### src/rtl/posit_lzc_pipe.sv
// posit_lzc_pipe: 2-stage elastic leading-zero counter ahead of the posit normalisation shifter
module posit_lzc_pipe #(
  parameter int N = 16,
  parameter int S = 4,
  parameter int T = 8
) (
  input  logic         clk,
  input  logic         rst,
  input  logic         in_valid,
  output logic         in_ready,
  input  logic [N-1:0] in_data,
  input  logic [T-1:0] in_tag,
  output logic         out_valid,
  input  logic         out_ready,
  output logic [N-1:0] out_data,
  output logic [S-1:0] out_lzc,
  output logic         out_zero,
  output logic [T-1:0] out_tag
);
  localparam int H = N / 2;
  logic         v1, v2, ld1, ld2, zh, zl;
  logic [N-1:0] d1;
  logic [T-1:0] t1;
  logic [S-2:0] lzh, lzl;
  // Highest set bit wins; an all-zero half saturates at H-1.
  function automatic logic [S-2:0] lz_half(input logic [H-1:0] x);
    lz_half = (S-1)'(H - 1);
    for (int i = 0; i < H; i++)
      if (x[i]) lz_half = (S-1)'(H - 1 - i);
  endfunction
  assign ld2       = !v2 | out_ready;
  assign ld1       = !v1 | ld2;
  assign in_ready  = ld1;
  assign out_valid = v2;
  always_ff @(posedge clk) begin
    if (rst) begin
      v1       <= 1'b0;
      v2       <= 1'b0;
      d1       <= '0;
      t1       <= '0;
      lzh      <= '0;
      lzl      <= '0;
      zh       <= 1'b0;
      zl       <= 1'b0;
      out_data <= '0;
      out_tag  <= '0;
      out_lzc  <= '0;
      out_zero <= 1'b0;
    end else begin
      if (ld1) v1 <= in_valid;
      if (ld1 && in_valid) begin
        d1  <= in_data;
        t1  <= in_tag;
        lzh <= lz_half(in_data[N-1:H]);
        lzl <= lz_half(in_data[H-1:0]);
        zh  <= ~|in_data[N-1:H];
        zl  <= ~|in_data[H-1:0];
      end
      if (ld2) v2 <= v1;
      if (ld2 && v1) begin
        out_data <= d1;
        out_tag  <= t1;
        out_lzc  <= zh ? (zl ? S'(N - 1) : {1'b1, lzl}) : {1'b0, lzh};
        out_zero <= zh & zl;
      end
    end
  end
endmodule

### config.mk
export PLATFORM = sky130hd
export DESIGN_NAME = posit_lzc_pipe
export DESIGN_NICKNAME = d
export VERILOG_FILES = /design/src/rtl/posit_lzc_pipe.sv
export SDC_FILE = /design/constraint.sdc
export NUM_CORES = 1
export LEC_CHECK = 0
export ABC_AREA = 1
export CAP_MARGIN = 20
export CELL_PAD_IN_SITES_DETAIL_PLACEMENT = 1
export CELL_PAD_IN_SITES_GLOBAL_PLACEMENT = 1
export CORE_MARGIN = 2
export CORE_UTILIZATION = 34
export DETAILED_ROUTE_END_ITERATION = 7
export GPL_TIMING_DRIVEN = 0
export PLACE_DENSITY = 0.81
export REMOVE_ABC_BUFFERS = 1
export SYNTH_ARGS = -nofsm -noshare
export SYNTH_HDL_FRONTEND = slang
export SYNTH_SLANG_ARGS = --single-unit
export TNS_END_PERCENT = 100
### constraint.sdc
create_clock -name clk -period 1.2 [get_ports clk]
set_input_delay 0.12 -clock clk [delete_from_list [all_inputs] [get_ports clk]]
set_output_delay 0.12 -clock clk [all_outputs]
set_load 0.02 [all_outputs]
==> results of run 1 <==
[cells in the mapped netlist]
master,count,area share
nor2_1,74,0.12
dfxtp_1,63,0.55
o21ai_0,53,0.12
a21oi_1,29,0.063
nand2_1,29,0.047
inv_1,17,0.028
clkbuf_1,8,0.013
buf_2,6,0.013
nand3_1,5,0.011
o22ai_1,3,0.0082
buf_6,2,0.0098
inv_2,2,0.0033
nand2_2,2,0.0054
nand4_1,2,0.0054
buf_4,1,0.0033
nand3_2,1,0.0044
[power breakdown]
| group | total (mW) | internal [mW] | switching (mW) |
|---|---|---|---|
| clock network | 1.79 | 1.01 | 0.786 |
| logic | 0.650 | 0.278 | 0.372 |
| registers | 2.28 | 2.22 | 0.0612 |
[metal layers]
metal / track usage / routed length [µm]
met2: 0.299 / 3070
met1: 0.200 / 2630
met3: 0.0352 / 212
met4: 0.0739 / 60
met5: 0 / 0
[final cells by class]
type | count | area, µm²
Fill cell | 807 | 3230
Sequential cell | 63 | 1270
Multi-Input combinational cell | 200 | 936
Timing Repair Buffer | 65 | 638
Clock buffer | 12 | 145
Inverter | 19 | 104
Tap cell | 77 | 96.3
Clock inverter | 4 | 45.0
[per-stage QoR]
| step | total power [mW] | hold WS, ns |
|---|---|---|
| after floorplan | 2.64 | 0.189 |
| after global placement | 2.94 | 0.456 |
| after detailed placement | 2.97 | 0.464 |
| after CTS | 4.77 | 0.342 |
| after global routing | 4.98 | 0.355 |
| final | 4.73 | 0.362 |
[flip-flops by register name, summed over array words and instances (netlist names), 3 cells and up]
register / flops
d1: 16
lzh: 3
lzl: 3
out_data: 16
out_lzc: 4
out_tag: 8
t1: 8
[cell families after synthesis]
family | share of synthesized area
compound gates | 0.187
buf+inv | 0.0702
flops | 0.549
simple gates | 0.194
[worst register-to-register path, cell delays in order (launching register included)]
cell and delay [ns]:
dfxtp_2 0.35, nand2_2 0.18, nand2_8 0.12, buf_4 0.17, o21ai_0 0.17, nor2_1 0.06
[final timing paths]
| check | start | to | slack [ns] | cells after the start |
|---|---|---|---|---|
| worst max-delay path | out_zero | out_zero | 0.03 | 1 |
| worst min-delay path | in_data[8] | d1[8] | 0.36 | 3 |
| worst max register to register | out_valid | out_data[1] | 0.05 | 5 |
| worst min register to register | lzl[1] | lzl[1] | 0.47 | 2 |
[repair_timing]
action / in CTS / in global routing
cloned: 2 / 0
pin swaps: 1 / 2
setup buffers: 2 / 4
gates resized for setup: 55 / 4
setup endpoints to repair: 92 / 27
==> impl_metrics.env, run 1 <==
export IMPL_status="completed"
export IMPL_place_congestion=0.768
export IMPL_start_util=0.356
export IMPL_finalSetupTns_ns=0
export IMPL_avgRoutedWirePerCell_um=13.6
export IMPL_maxCapViolCount=0
export IMPL_cp_max_fo=2
export IMPL_clk_latency_ns=0.33
export IMPL_dp_slack_ns=-0.863
export IMPL_critPathKind="reg2out"
export IMPL_wirelength_um=5980
export IMPL_die_w_um=86.2
export IMPL_avgSynthCellArea_um2=7.74
export IMPL_path_buf_inv=1
export IMPL_cts_hold_buffers_added=0
export IMPL_critical_path_required_ns=1.08
export IMPL_fin_skew_ns=0.0101
export IMPL_arrival_ns=1.05
export IMPL_slowest_stage="dlygate4sd2_1"
export IMPL_netlist_instances=297
export IMPL_vias_per_cell=4.81
export IMPL_dieArea_um2=7430
export IMPL_final_cells=440
export IMPL_period_share=0.976
export IMPL_cts_tree="done"
export IMPL_dr_pass1_iters=4
export IMPL_path_delay_family="buffers and inverters"
export IMPL_cp_cell_sequence="dlygate4sd2_1"
export IMPL_clockRootBuffer="clkbuf_8"
export IMPL_fin_area_um2=3230
export IMPL_relSlewSlack=0.640
export IMPL_ctsHtreeMaxLevel=3
export IMPL_antenna_found_initial=0
export IMPL_place_detailed_hpwl_um=3660
export IMPL_post_route_min_period_ns=1.17
export IMPL_io_pin_count=59
export IMPL_ys_seq_area_frac=0.549
export IMPL_route_vias_total=2115
export IMPL_chipHeight_um=86.2
export IMPL_nNetsFinal=386
export IMPL_clkTransAtPathRegs_ns=0.07
export IMPL_worst_slack_ns=0.0287
export IMPL_crit_path_start_kind="register"
export IMPL_worstMarginPinSlew_ns=0.539
export IMPL_grt_pass1_vias=2126
export IMPL_netlist_area_um2=2300
export IMPL_core_region_area_um2=6460
export IMPL_clock_sinks=63
export IMPL_grt_max_degree=45
export IMPL_grt_usage=0.170
export IMPL_syn2layout_area_growth_pct=40.6
export IMPL_rsz0062_at_grt="yes"
export IMPL_drv_slew=0
export IMPL_crit_path_max_incr_delay_ns=0.37
export IMPL_numCtsBuffers=9
export IMPL_fin_util=0.500
export IMPL_hold_violations=0
export IMPL_rows=29
export IMPL_port_buffers=58
export IMPL_dp_cells=416
export IMPL_ys_ff_latch=63
export IMPL_cp_end_kind="output port"
export IMPL_drc=0
export IMPL_antenna_cells=0
export IMPL_drt_initial_drc_count=51
export IMPL_finalSetupViolCount=0
export IMPL_p_per_area_nw_per_um2=1460
export IMPL_layout_common_cells="nor2_1, dfxtp_1, o21ai_0"
export IMPL_synth_distinct_cells=16
export IMPL_drive_gt1_frac=0.0909
export IMPL_ant_nets=0
export IMPL_fmax_ghz=0.854
export IMPL_ir_drop_uv=626
export IMPL_final_common_cell="nor2_1"
export IMPL_p_leak_nw=1.41
export IMPL_place_area_um2=2910
export IMPL_yosys_warnings=0
export IMPL_gr_total_overflow=0
export IMPL_grt_pass1_wl_um=9880
export IMPL_hp_class="in2reg"
export IMPL_clockBufferDepth=2
(Power assumes the default switching activity.)
==> inputs of run 2 (changes only) <==
- RECOVER_POWER: not set -> 50
==> results of run 2 <==
No change in the layout: final DEF, timing and power equal those of run 1.
